### src/rtl/ps2_command_decoder.sv
// PS/2 scancode-to-command decoder: prefix tracking, file-id entry, run control,
// clamped viewport pan/zoom, manual cursor and typematic suppression for M/Space.
module ps2_command_decoder #(
    parameter int GRID_N       = 64,
    parameter int GRID_M       = 64,
    parameter int WIDTH        = 12,
    parameter int DIGITS       = 2,
    parameter int FILE_COUNT   = 100,
    parameter int MAX_ZOOM     = 5,
    parameter int MAX_SPEED    = 5,
    parameter int STEP_BASE    = 16,
    parameter int PULSE_CYCLES = 65536
) (
    input  logic                  clk_in,
    input  logic                  reset,
    input  logic [7:0]            scancode,
    input  logic                  scancode_valid,
    output logic                  start,
    output logic                  pause,
    output logic                  clear,
    output logic                  reload,
    output logic                  modify,
    output logic                  id_err,
    output logic                  running,
    output logic                  manual,
    output logic [15:0]           file_id,
    output logic [WIDTH-1:0]      shift_x,
    output logic [WIDTH-1:0]      shift_y,
    output logic [2:0]            scroll,
    output logic [3:0]            evo_left_shift,
    output logic [WIDTH-1:0]      cur_h,
    output logic [WIDTH-1:0]      cur_v,
    output logic [2*WIDTH-1:0]    cur_pos,
    output logic [4*DIGITS-1:0]   dpy_number
);

    localparam int EW  = 4 * DIGITS;
    localparam int CW  = $clog2(DIGITS + 1);
    localparam int PCW = $clog2(PULSE_CYCLES) + 1;
    localparam int SW  = WIDTH + 2;

    localparam logic [7:0] K_BRK = 8'hF0, K_EXT = 8'hE0, K_ESC = 8'h76, K_TAB = 8'h0D;
    localparam logic [7:0] K_LSH = 8'h12, K_ENT = 8'h5A, K_P = 8'h4D, K_R = 8'h2D;
    localparam logic [7:0] K_M = 8'h3A, K_SP = 8'h29, K_LT = 8'h41, K_GT = 8'h49;
    localparam logic [7:0] K_PLUS = 8'h55, K_MINUS = 8'h4E;
    localparam logic [7:0] K_W = 8'h1D, K_A = 8'h1C, K_S = 8'h1B, K_D = 8'h23;
    localparam logic [7:0] K_UP = 8'h75, K_LEFT = 8'h6B, K_DOWN = 8'h72, K_RIGHT = 8'h74;

    typedef enum logic [1:0] {S_IDLE, S_BRK, S_EXT, S_EBRK} state_t;

    state_t state, state_n;
    logic   act, rel, ext;

    logic [EW-1:0]  entry, entry_n, new_entry;
    logic [CW-1:0]  ecnt, ecnt_n;
    logic [PCW-1:0] pcnt, pcnt_n;
    logic           hold_m, hold_m_n, hold_sp, hold_sp_n;
    logic           start_n, pause_n, clear_n, reload_n, modify_n, id_err_n;
    logic           running_n, manual_n, view_rst, shift_wr;
    logic [2:0]     fire;
    logic [15:0]    file_id_n, value;
    logic [4:0]     dig;
    logic [WIDTH-1:0] sx_n, sy_n, ch_n, cv_n;
    logic [2:0]     scroll_n;
    logic [3:0]     speed_n;
    logic signed [SW-1:0] dx, dy, st;
    logic           go_l, go_r, go_u, go_d;
    int             step;

    function automatic logic [4:0] digit_of(input logic [7:0] c);
        case (c)
            8'h45: return 5'h10;
            8'h16: return 5'h11;
            8'h1E: return 5'h12;
            8'h26: return 5'h13;
            8'h25: return 5'h14;
            8'h2E: return 5'h15;
            8'h36: return 5'h16;
            8'h3D: return 5'h17;
            8'h3E: return 5'h18;
            8'h46: return 5'h19;
            default: return 5'h00;
        endcase
    endfunction

    function automatic logic [15:0] bcd_to_bin(input logic [EW-1:0] b);
        logic [15:0] acc;
        acc = '0;
        for (int i = DIGITS - 1; i >= 0; i--)
            acc = acc * 16'd10 + 16'(b[4*i +: 4]);
        return acc;
    endfunction

    // Double-dabble; ids never exceed DIGITS decimal digits so the top is truncated.
    function automatic logic [EW-1:0] bin_to_bcd(input logic [15:0] b);
        logic [EW+15:0] s;
        s = {{EW{1'b0}}, b};
        for (int i = 0; i < 16; i++) begin
            for (int d = 0; d < DIGITS; d++)
                if (s[16+4*d +: 4] >= 4'd5) s[16+4*d +: 4] = s[16+4*d +: 4] + 4'd3;
            s = s << 1;
        end
        return s[EW+15:16];
    endfunction

    // Keeps the visible window inside the grid: 0 <= v <= dim - (dim >> sc).
    function automatic logic [WIDTH-1:0] sat_shift(input logic signed [SW-1:0] v,
                                                   input int dim, input logic [2:0] sc);
        logic signed [SW-1:0] hi;
        hi = $signed(SW'(dim - (dim >> sc)));
        if (v[SW-1]) return '0;
        if (v > hi) return hi[WIDTH-1:0];
        return v[WIDTH-1:0];
    endfunction

    always_ff @(posedge clk_in or posedge reset) begin
        if (reset) state <= S_IDLE;
        else       state <= state_n;
    end

    always_comb begin
        state_n = state;
        if (scancode_valid) begin
            case (state)
                S_IDLE:  state_n = (scancode == K_BRK) ? S_BRK :
                                   (scancode == K_EXT) ? S_EXT : S_IDLE;
                S_EXT:   state_n = (scancode == K_BRK) ? S_EBRK : S_IDLE;
                default: state_n = S_IDLE;
            endcase
        end
    end

    always_comb begin
        act = 1'b0;
        rel = 1'b0;
        ext = 1'b0;
        if (scancode_valid) begin
            case (state)
                S_IDLE:  act = (scancode != K_BRK) && (scancode != K_EXT);
                S_EXT:   begin act = (scancode != K_BRK); ext = 1'b1; end
                S_BRK:   rel = 1'b1;
                default: begin rel = 1'b1; ext = 1'b1; end
            endcase
        end
    end

    always_comb begin
        start_n = start; pause_n = pause; clear_n = clear; pcnt_n = pcnt;
        reload_n = 1'b0; modify_n = 1'b0; id_err_n = 1'b0;
        running_n = running; manual_n = manual; file_id_n = file_id;
        sx_n = shift_x; sy_n = shift_y; scroll_n = scroll; speed_n = evo_left_shift;
        ch_n = cur_h; cv_n = cur_v; entry_n = entry; ecnt_n = ecnt;
        hold_m_n = hold_m; hold_sp_n = hold_sp;
        fire = 3'b000; view_rst = 1'b0; shift_wr = 1'b0; dx = '0; dy = '0;
        dig = digit_of(scancode);
        new_entry = (entry << 4) | EW'(dig[3:0]);
        value = bcd_to_bin(new_entry);
        step = STEP_BASE >> scroll;
        if (step < 1) step = 1;
        st = $signed(SW'(step));
        go_l = act && ((!ext && scancode == K_A) || (ext && scancode == K_LEFT));
        go_r = act && ((!ext && scancode == K_D) || (ext && scancode == K_RIGHT));
        go_u = act && ((!ext && scancode == K_W) || (ext && scancode == K_UP));
        go_d = act && ((!ext && scancode == K_S) || (ext && scancode == K_DOWN));

        if (start || pause || clear) begin
            if (pcnt == '0) begin
                start_n = 1'b0; pause_n = 1'b0; clear_n = 1'b0;
            end else begin
                pcnt_n = pcnt - 1'b1;
            end
        end

        if (rel && !ext) begin
            if (scancode == K_M)  hold_m_n  = 1'b0;
            if (scancode == K_SP) hold_sp_n = 1'b0;
        end

        if (act && !ext && dig[4]) begin
            if (ecnt == CW'(DIGITS - 1)) begin
                if (int'(value) < FILE_COUNT && !running) begin
                    file_id_n = value;
                    reload_n  = 1'b1;
                    view_rst  = 1'b1;
                end else begin
                    id_err_n = 1'b1;
                end
                entry_n = '0;
                ecnt_n  = '0;
            end else begin
                entry_n = new_entry;
                ecnt_n  = ecnt + 1'b1;
            end
        end else if (act && !ext) begin
            case (scancode)
                K_ESC: begin entry_n = '0; ecnt_n = '0; end
                K_TAB: if (!running) begin
                    file_id_n = (file_id == 16'(FILE_COUNT - 1)) ? 16'd0 : file_id + 16'd1;
                    reload_n  = 1'b1;
                end
                K_LSH: if (!running) begin
                    file_id_n = (file_id == 16'd0) ? 16'(FILE_COUNT - 1) : file_id - 16'd1;
                    reload_n  = 1'b1;
                end
                K_ENT: if (!running) begin
                    fire = 3'b001; running_n = 1'b1; manual_n = 1'b0;
                    entry_n = '0; ecnt_n = '0;
                end
                K_P: if (running) begin fire = 3'b010; running_n = 1'b0; end
                K_R: begin
                    fire = 3'b100; reload_n = 1'b1; running_n = 1'b0;
                    manual_n = 1'b0; view_rst = 1'b1;
                end
                K_M: begin
                    if (!running && !hold_m) manual_n = !manual;
                    hold_m_n = 1'b1;
                end
                K_SP: begin
                    if (manual && !hold_sp) modify_n = 1'b1;
                    hold_sp_n = 1'b1;
                end
                K_LT: if (evo_left_shift < 4'(MAX_SPEED)) speed_n = evo_left_shift + 4'd1;
                K_GT: if (evo_left_shift != 4'd0) speed_n = evo_left_shift - 4'd1;
                K_PLUS: if (scroll < 3'(MAX_ZOOM)) begin
                    scroll_n = scroll + 3'd1;
                    shift_wr = 1'b1;
                    dx = $signed(SW'(GRID_N >> (int'(scroll) + 2)));
                    dy = $signed(SW'(GRID_M >> (int'(scroll) + 2)));
                end
                K_MINUS: if (scroll != 3'd0) begin
                    scroll_n = scroll - 3'd1;
                    shift_wr = 1'b1;
                    dx = -$signed(SW'(GRID_N >> (int'(scroll) + 1)));
                    dy = -$signed(SW'(GRID_M >> (int'(scroll) + 1)));
                end
                default: ;
            endcase
        end

        if (go_l || go_r || go_u || go_d) begin
            if (manual) begin
                if (go_l && cur_h != '0) ch_n = cur_h - 1'b1;
                if (go_r && cur_h != WIDTH'(GRID_N - 1)) ch_n = cur_h + 1'b1;
                if (go_u && cur_v != '0) cv_n = cur_v - 1'b1;
                if (go_d && cur_v != WIDTH'(GRID_M - 1)) cv_n = cur_v + 1'b1;
            end else begin
                shift_wr = 1'b1;
                dx = go_l ? -st : (go_r ? st : '0);
                dy = go_u ? -st : (go_d ? st : '0);
            end
        end

        if (shift_wr) begin
            sx_n = sat_shift($signed({2'b00, shift_x}) + dx, GRID_N, scroll_n);
            sy_n = sat_shift($signed({2'b00, shift_y}) + dy, GRID_M, scroll_n);
        end

        // A newly fired control pulse cancels whichever one is still counting.
        if (fire != 3'b000) begin
            {clear_n, pause_n, start_n} = fire;
            pcnt_n = PCW'(PULSE_CYCLES - 1);
        end

        if (view_rst) begin
            sx_n = '0; sy_n = '0; scroll_n = '0; speed_n = '0;
        end
    end

    always_ff @(posedge clk_in or posedge reset) begin
        if (reset) begin
            start <= 1'b0; pause <= 1'b0; clear <= 1'b0; pcnt <= '0;
            reload <= 1'b0; modify <= 1'b0; id_err <= 1'b0;
            running <= 1'b0; manual <= 1'b0; file_id <= '0;
            shift_x <= '0; shift_y <= '0; scroll <= '0; evo_left_shift <= '0;
            cur_h <= WIDTH'(GRID_N / 2);
            cur_v <= WIDTH'(GRID_M / 2);
            cur_pos <= (2*WIDTH)'((GRID_M / 2) * GRID_N + GRID_N / 2);
            entry <= '0; ecnt <= '0; hold_m <= 1'b0; hold_sp <= 1'b0;
        end else begin
            start <= start_n; pause <= pause_n; clear <= clear_n; pcnt <= pcnt_n;
            reload <= reload_n; modify <= modify_n; id_err <= id_err_n;
            running <= running_n; manual <= manual_n; file_id <= file_id_n;
            shift_x <= sx_n; shift_y <= sy_n; scroll <= scroll_n; evo_left_shift <= speed_n;
            cur_h <= ch_n;
            cur_v <= cv_n;
            cur_pos <= (2*WIDTH)'(cv_n) * (2*WIDTH)'(GRID_N) + (2*WIDTH)'(ch_n);
            entry <= entry_n; ecnt <= ecnt_n; hold_m <= hold_m_n; hold_sp <= hold_sp_n;
        end
    end

    always_comb dpy_number = (ecnt != '0) ? entry : bin_to_bcd(file_id);

endmodule

### config.mk
export PLATFORM = sky130hd
export DESIGN_NAME = ps2_command_decoder
export DESIGN_NICKNAME = d
export VERILOG_FILES = /design/src/rtl/ps2_command_decoder.sv
export SDC_FILE = /design/constraint.sdc
export NUM_CORES = 1
export LEC_CHECK = 0
export CORE_ASPECT_RATIO = 1.5
export CORE_MARGIN = 10
export CORE_UTILIZATION = 39
export CTS_BUF_LIST = sky130_fd_sc_hd__clkbuf_2
export CTS_CLUSTER_SIZE = 30
export DETAILED_ROUTE_END_ITERATION = 8
export PLACE_DENSITY = 0.68
export SETUP_SLACK_MARGIN = 0.1
export SLEW_MARGIN = 20
export SYNTH_ARGS = -nofsm -noshare
export SYNTH_HDL_FRONTEND = slang
export SYNTH_SLANG_ARGS = --single-unit
### constraint.sdc
create_clock -name clk_in -period 34.1 [get_ports clk_in]
set_input_delay 6.82 -clock clk_in [delete_from_list [all_inputs] [get_ports clk_in]]
set_output_delay 6.82 -clock clk_in [all_outputs]
set_load 0.05 [all_outputs]
Word level (Yosys, flattened, before mapping)
Cells that the tools add are included.
- add/sub/neg operators: 50
- multiplexer cells: 166
- reduce and logical (&&, ||, !) cells: 67
- multiply operators: 1
- bitwise logic cells: 2
- magnitude comparators: 35
- shift operators: 4
- equal/unequal tests: 51
- operators by type and width (kind ; count):
    $mux 12 ; 20
    $mux 14 ; 13
    $mux 16 ; 8
    $ge 4x3->1 const B ; 27
    $eq 8x7->1 const B ; 13
    $eq 8x6->1 const B ; 10
    $mux 4 ; 20
    $mux 3 ; 21
    $add 4x2->4 const B ; 14
    $mux 1 ; 54
    $mux 17 ; 3
    $pmux 5 s10 ; 1
    $eq 8x5->1 const B ; 6
    $mux 8 ; 5
    $add 3x2->3 const B ; 13
    $lt 32x2->1 const B ; 1
    $pmux 16 s2 ; 1
    $shr 5x3->32 const A ; 1
    $add 13x14->14 ; 2
    $gt 14x14->1 ; 2
    $neg 14->14 ; 2
    $pmux 14 s2 ; 1
    $shr 7x4->14 const A ; 2
    $add 12x1->12 const B ; 2
    other kinds (56) ; 134
- register bits after elaboration: 129
- word-level logic and storage cells: 398
- output and inout port bits: 111

Depth between registers and ports, before layout
- word-level depth: 31
- depth in mapped cells: 63

Worst setup path before layout
OpenSTA, ideal clock, no wires.
- kind: register to output
- from: register file_id[14]
- to: output dpy_number[6]
- required time: 27.280 ns
- buffers on the path: 1
- data arrival time: 12.119 ns
- stages on the path, launching flop included: 59
- path slack: 15.161 ns
- cells stage by stage: dfrtp_1 -> buf_2 -> inv_1 -> ha_1 -> o21ai_1 -> xnor2_2 -> ha_1 -> nand2b_1 -> a32oi_4 -> xnor2_2 -> ha_1 -> nand2b_1 -> nand3_1 -> nor3b_1 -> or2_2 -> nand2b_1 -> ha_1 -> a31oi_1 -> [... 23 more ...] -> ha_1 -> nor3_1 -> o21a_1 -> nor3_1 -> o22a_2 -> clkinv_1 -> ha_1 -> o211ai_1 -> and3_1 -> ha_1 -> nor2b_1 -> o31ai_1 -> a21oi_1 -> ha_1 -> nand2b_1 -> a21oi_2 -> nor2_1 -> o31ai_1
- cells in the longest elaborated chain, start to end: 29
- ends and longest elaborated chain (item ; line ; RTL):
    from (decl) ; 26 ; output logic [15:0] file_id,
    from (signal assigned) ; 282 ; running <= running_n; manual <= manual_n; file_id <= file_id_n;
    $add 4x2->4 / $ge 4x3->1 (equally long branches) ; 100 ; if (s[16+4*d +: 4] >= 4'd5) s[16+4*d +: 4] = s[16+4*d +: 4] + 4'd3;
    $mux 4 * ; 100 ;
    $add 4x2->4 (tied with other cells) ; 100 ;
    $mux 4 / $mux 3 (equally long branches) ; 100 ;
    $add 4x2->4 (tied with other cells) ; 100 ;
    $mux 4 / $mux 3 (equally long branches) ; 100 ;
    $ge 4x3->1 (tied with other cells) ; 100 ;
    $mux 4 / $mux 3 (equally long branches) ; 100 ;
    [... 13 more ...] ; -- ;
    $mux 4 / $mux 3 (equally long branches) ; 100 ;
    $add 4x2->4 (tied with other cells) ; 100 ;
    $mux 4 / $mux 3 (equally long branches) ; 100 ;
    $add 4x2->4 (tied with other cells) ; 100 ;
    $mux 4 / $mux 3 (equally long branches) ; 100 ;
    $ge 4x3->1 / $add 3x2->3 (equally long branches) ; 100 ;
    $mux 3 * ; 100 ;
    $mux 8 * ; 291 ; always_comb dpy_number = (ecnt != '0) ? entry : bin_to_bcd(file_id);
    to (decl) ; 34 ; output logic [4*DIGITS-1:0] dpy_number
Every way passes the cells marked *; elsewhere a longest branch is shown, timed or not.

Worst setup path in the final report
Ends and elaborated chain as after synthesis.

==> results.ini <==
[sta]
max_freq_mhz=47.8
setup_viol=0
fin_setup_tns_ps=0
relSlewSlack_pct=29.3
period_needed_ps=20910
worst_slack_ps=13190
maxSlewViolCount=0
tightestPinTransition_ps=1060
period_share_pct=61.3
finalHoldViolations=0
fin_worst_hold_slack_ps=448
rsz0062_at_grt=no
fin_worst_skew_ps=34.0

[global_route]
grt_use_total_pct=18.7
grt_overflow=0
antenna_found_initial=2
grt_pass1_wl_mm=64.6
grt_max_degree=71
grt_pass1_vias=13012

[clock_network]
clkTransAtPathRegs_ps=230
cts_root_buf=clkbuf_2
cts_tree=yes
cts-resized-gates=0
clockBufferDepth=2
ctsHoldBuffers=0
htreeDepth=4
cts_made_buffers=17
cts_setup_buffers=0
clk_latency_ps=820
cts_sinks=123

[placement]
hpwlAfterDp_mm=30.4
gp_congestion=0.905
place_ws_ps=14170
portBuffers=116

[detailed_routing]
wl_per_cell_um=17.6
drcViolationCount=0
route.vias.total=13025
postRouteAntennaNets=0
drt-total-wl_mm=39.2
viasPerCell=5.84
drt_iter0_drc=744
firstDrtPassIters=6

[worst_setup_path]
r2r_setup_slack_ps=27150
start_kind=flip-flop
timing.rr.end=shift_x[6]$_DFFE_PP0P_
reg2reg_depth=26
cp-startpoint=file_id[14]$_DFFE_PP0P_
worstPathRequired_ps=27280
end_kind=output port
path_max_fanout=13
slowest_stage=clkdlybuf4s50_1
crit_top_cell=ha_1
cp.arrival_ps=14090
max_stage_delay_ps=860
r2r_start=state[1]$_DFFE_PP0P_
criticalPathCategory=reg2out

[synthesis]
synth_seq_cells=123
ys.flop_type=dfrtp_1
synth_edf_count=0
avgSynthCellArea_um2=7.69
synthCells=1721
yosys_warnings=0
syn_area_um2=13200
yosysUniqueCellTypes=105
async_flop_share_pct=100
ys_seq_area_share_pct=23.3

[power_and_ir_drop]
powerDensity_nw_per_um2=47.4
max-vdd-ir-drop_mv=0.0431
p_leak_nw=6.35

[job]
drv_cap=0

[die]
die_area_um2=41900
ios=122
start_util_pct=39.6
die_w_um=170
rows=82
die_h_um=246
core_region_area_um2=33400

[final_layout]
nets=1918
drive_above_1_share_pct=5.92
area_delta_synth_final_pct=12.8
fillers=3368

[hold_path]
hold_depth=1
hold_path_end=modify$_DFF_PP0_
hold_path.class=reg2reg
hold_start=hold_sp$_DFF_PP0_

[outcome]
status=finished clean

==> cell usage in the layout, fill, tap and decap left out, types with 33 or more instances in the layout <==
cell type and count:
nor2_1 144, o21ai_0 123, clkdlybuf4s50_1 116, nand3_1 51, inv_1 96, a21o_1 33, ha_1 106, nor3_1 63
xnor2_1 57, a21oi_1 138, dfrtp_1 120, nand2_1 170
==> cells in the mapped netlist (8+ instances only) <==
master      n  area, µm²
a211oi_1   19        143
a21o_1     33        248
a21oi_1   138        691
a22o_1     13        114
a22oi_1    13       97.6
a31oi_1    23        144
and2_1     13       81.3
and3_1     15       93.8
buf_4      11       82.6
clkbuf_1   61        229
dfrtp_1   120       3000
ha_1      106       1330
inv_1      97        364
mux2i_1    22        220
nand2_1   170        638
nand2b_1   31        194
nand3_1    51        255
nand4_1    21        131
nor2_1    145        544
nor2b_1    29        181
nor3_1     63        315
nor3b_1     9       67.6
nor4_1     17        106
o211ai_1   17        128
o21a_1     14        105
o21ai_0   123        616
o21ai_1     8       40.0
o21bai_1   17        128
o221ai_1    8       70.1
o22ai_1    15       93.8
o31ai_1    14        105
or2_2      12       75.1
or3_1      21        131
or4_1       9       67.6
xnor2_1    57        499
xor2_1     32        280
==> kinds of logic after synthesis <==
family / share of synthesized area, %
other: 0.0567
adder cells (fa/ha/maj): 10.9
AND/OR/NAND/NOR: 23.4
AO/OA/AOI/OAI: 27.3
multiplexers: 2.97
buffers and inverters: 5.63
flip-flops: 23.3
XOR/XNOR: 6.47
==> where the power goes <==
group          internal (mW)  switching, mW
Combinational          0.157          0.272
Clock                 0.0291         0.0683
Sequential             0.156         0.0252
Total                  0.342          0.365
==> worst max-delay path, delay by kind of cell, from the launching register on <==
family | cells | cell delay (ps)
adder cells (fa/ha/maj) | 13 | 3050
buffers and inverters | 7 | 1410
XOR/XNOR | 2 | 610
multiplexers | 1 | 270
flip-flops | 1 | 550
AND/OR/NAND/NOR | 17 | 2750
AO/OA/AOI/OAI | 20 | 4650
==> state kept, by name (all words and copies together), names as in the netlist, 2 cells and up <==
signal          flops
shift_y            12
ecnt                2
pcnt               17
cur_pos            19
file_id            16
evo_left_shift      4
state               2
cur_h               6
entry               8
cur_v              12
scroll              3
shift_x            12
==> metal layers <==
metal  GRT usage [%]  up-vias  wire (µm)
met5               0        -          0
met4            6.62        0       1070
met3            4.03       64       1920
met2            34.8      308      20800
met1            20.1     6248      15500
li1                -     6405          -
==> per-stage QoR <==
step / instances / total power [mW] / cell area [µm²] / util, %
after floorplan: 1731 / 0.500 / 13300 / -
after global placement: 2196 / 0.600 / 14700 / 43.9
after detailed placement: 2196 / 0.609 / 14700 / 43.9
after CTS: 2228 / 0.710 / 14900 / 44.6
after global routing: 2230 / 0.761 / 14900 / 44.6
final: 2230 / 0.707 / 14900 / 44.6
==> how the worst max path moves through the flow <==
stage	endpoint	slack [ps]	cells after the start
6_report	dpy_number[6]	13190	60
5_1_grt	dpy_number[6]	12090	59
4_1_cts	dpy_number[6]	13170	60
3_5_place_dp	dpy_number[6]	14170	60
3_3_place_gp	dpy_number[6]	14740	60
2_1_floorplan	dpy_number[6]	15160	58
==> cell type report <==
class	count	area [µm²]	area share (%)
clock buffer	17	85.1	0.570
antenna	2	5.00	0.0335
multi-input combinational	1426	9460	63.4
tap	420	526	3.52
clock inverter	15	150	1.01
sequential	123	3080	20.6
inverter	101	382	2.56
timing repair buffer	126	1240	8.28
(Power assumes the default switching activity.)
==> edit, RTL diff (same flow settings) <==
Make the reset (`reset`) synchronous in 2 clocked blocks.
--- a/src/rtl/ps2_command_decoder.sv
+++ b/src/rtl/ps2_command_decoder.sv
@@ -113,7 +113,7 @@
         return v[WIDTH-1:0];
     endfunction
 
-    always_ff @(posedge clk_in or posedge reset) begin
+    always_ff @(posedge clk_in) begin
         if (reset) state <= S_IDLE;
         else       state <= state_n;
     end
@@ -266,7 +266,7 @@
         end
     end
 
-    always_ff @(posedge clk_in or posedge reset) begin
+    always_ff @(posedge clk_in) begin
         if (reset) begin
             start <= 1'b0; pause <= 1'b0; clear <= 1'b0; pcnt <= '0;
             reload <= 1'b0; modify <= 1'b0; id_err <= 1'b0;
Behaviour: differs if reset is asserted again (counterexample within 4 cycles, from zero or initial values and one cycle with reset high); with reset held inactive, the same outputs for 4 cycles.
==> edit against the unedited design <==
  * Setup slack got worse by 0.38 ns
  * Wire length increased by 4.0%
  * Critical path depth increased by 2
  * Area after synthesis increased by 1.3%
  * Final area increased by 1.1%
  * Sequential cell count unchanged
  * Utilization decreased by 0.32 points
  * Largest cell class unchanged
  * Highest routed layer unchanged
Power is not compared: it rests on default switching activity, and its combinational part moved more than twofold at a synthesized area within 25%.
==> edit: results (changes against the unedited design) <==
stage;metric;value;unit;change
outcome;status;finished clean;;unchanged
hold_path;Hold Path End;pause;;was modify
critical_path;worst setup path start;file_id[13];;was file_id[14]
cts;Skew-Pair Late Insertion Delay;0.79;ns;was 0.82 ns
place;Placed Cells;2310;;was 2196
detailed_routing;routed wire length;40800;um;was 39200 um
final_layout;clkbuf count;19;;was 17
synthesis;syn_area_per_cell;7.26;sq um;was 7.69 sq um
final_layout;Clock buf/inv share;1.64;%;was 1.58%
grt;number of antenna violations at the first check in global routing;1;;was 2
synthesis;XOR/XNOR Fraction of Synth Area;6.64;%;was 6.47%
synthesis;Netlist cell types;104;;was 105
place;post-detail-place hpwl;31500;um;was 30400 um
grt;pin count of the biggest net entering global routing;94;;was 71
cts;Clock transition at path regs;0.17;ns;was 0.23 ns
final_layout;share of cells above drive strength 1;6.37;%;was 5.92%
grt;global-route wire length before repair;66300;um;was 64600 um
sta;Hold WS;0.490;ns;was 0.448 ns
detailed_routing;Vias/cell;5.93;;was 5.84
synthesis;complex-gate fraction of the synthesized area;29.7;%;was 27.3%
synthesis;adder-cell share of the synthesized area;11.0;%;was 10.9%
synthesis;ys flop type;dfxtp_1;;was dfrtp_1
sta;Setup Skew;0.0408;ns;was 0.0340 ns
grt;GRT Resource Usage Total;18.9;%;was 18.7%
final_layout;fraction of area in multi-input gates;67.3;%;was 63.4%
final_layout;max reg flops;17;;was 19
hold_path;Min-Delay Path Depth;2;;was 1
grt;via count of the first global-routing pass;13400;;was 13000
detailed_routing;detailed-route via count;13900;;was 13000
critical_path;R2R depth;33;;was 26
synthesis;synth cell count leaders;nor2_1 (209), a21oi_1 (159), nand2_1 (143);;was nand2_1 (170), nor2_1 (145), a21oi_1 (138)
synthesis;top-count cell post-synth;nor2_1;;was nand2_1
final_layout;Signal buf overhead;8.70;%;was 8.28%
sta;Worst-Margin Slew;1.07;ns;was 1.06 ns
final_layout;largest registers;pcnt (17), file_id (16), cur_pos (13);;was cur_pos (19), pcnt (17), file_id (16)
critical_path;reg2reg end;shift_y[6];;was shift_x[6]
place;Placer Congestion;0.919;;was 0.905
detailed_routing;number of DRC markers in iteration 0;834;;was 744
critical_path;origin of the critical flop-to-flop path;state[1];;unchanged
critical_path;maximum fanout along the worst path;11;;was 13
final_layout;Nets;2029;;was 1918
synthesis;synth top area cells;dfxtp_1 (18%), ha_1 (10%), a21oi_1 (5.9%);;was dfrtp_1 (23%), ha_1 (10%), a21oi_1 (5.2%)
final_layout;multi-input gates;1524;;was 1426
final_layout;non-clock buffer count;137;;was 126
==> edit: cell count changes after synthesis, sizes merged, moves of 16 or more <==
cell	change
dfrtp	-120
o21ai	-25
nor2	+63
clkbuf	+27
a21oi	+21
nor3	+16
a22oi	+24
nand2	-27
dfxtp	+123
==> edit: per-layer routing <==
layer  vias up  track usage (%)  routed length [um]  part of all wire [%]
met5         -                0                   0                     0
met4         0             7.05                1200                   2.9
met3        67             3.85                2160                   5.3
met2       406             36.0               21900                    54
met1      6556             19.6               15600                    38
li1       6861                -                   -                     -
==> edit: critical path: cells and delay by family (launching register included) <==
family	cells	cell delay [ns]
simple gates	16	3.48
xor+xnor	2	0.48
flops	1	0.61
fa+ha+maj	13	2.91
buf+inv	8	1.29
compound gates	23	4.89
==> edit: metrics by stage <==
step | setup slack [ns] | util (%)
final | 12.81 | 44.3
after global routing | 11.67 | 44.3
after CTS | 12.80 | 44.3
after detailed placement | 13.75 | 43.6
after global placement | 14.28 | 43.6
after floorplan | 15.24 | -
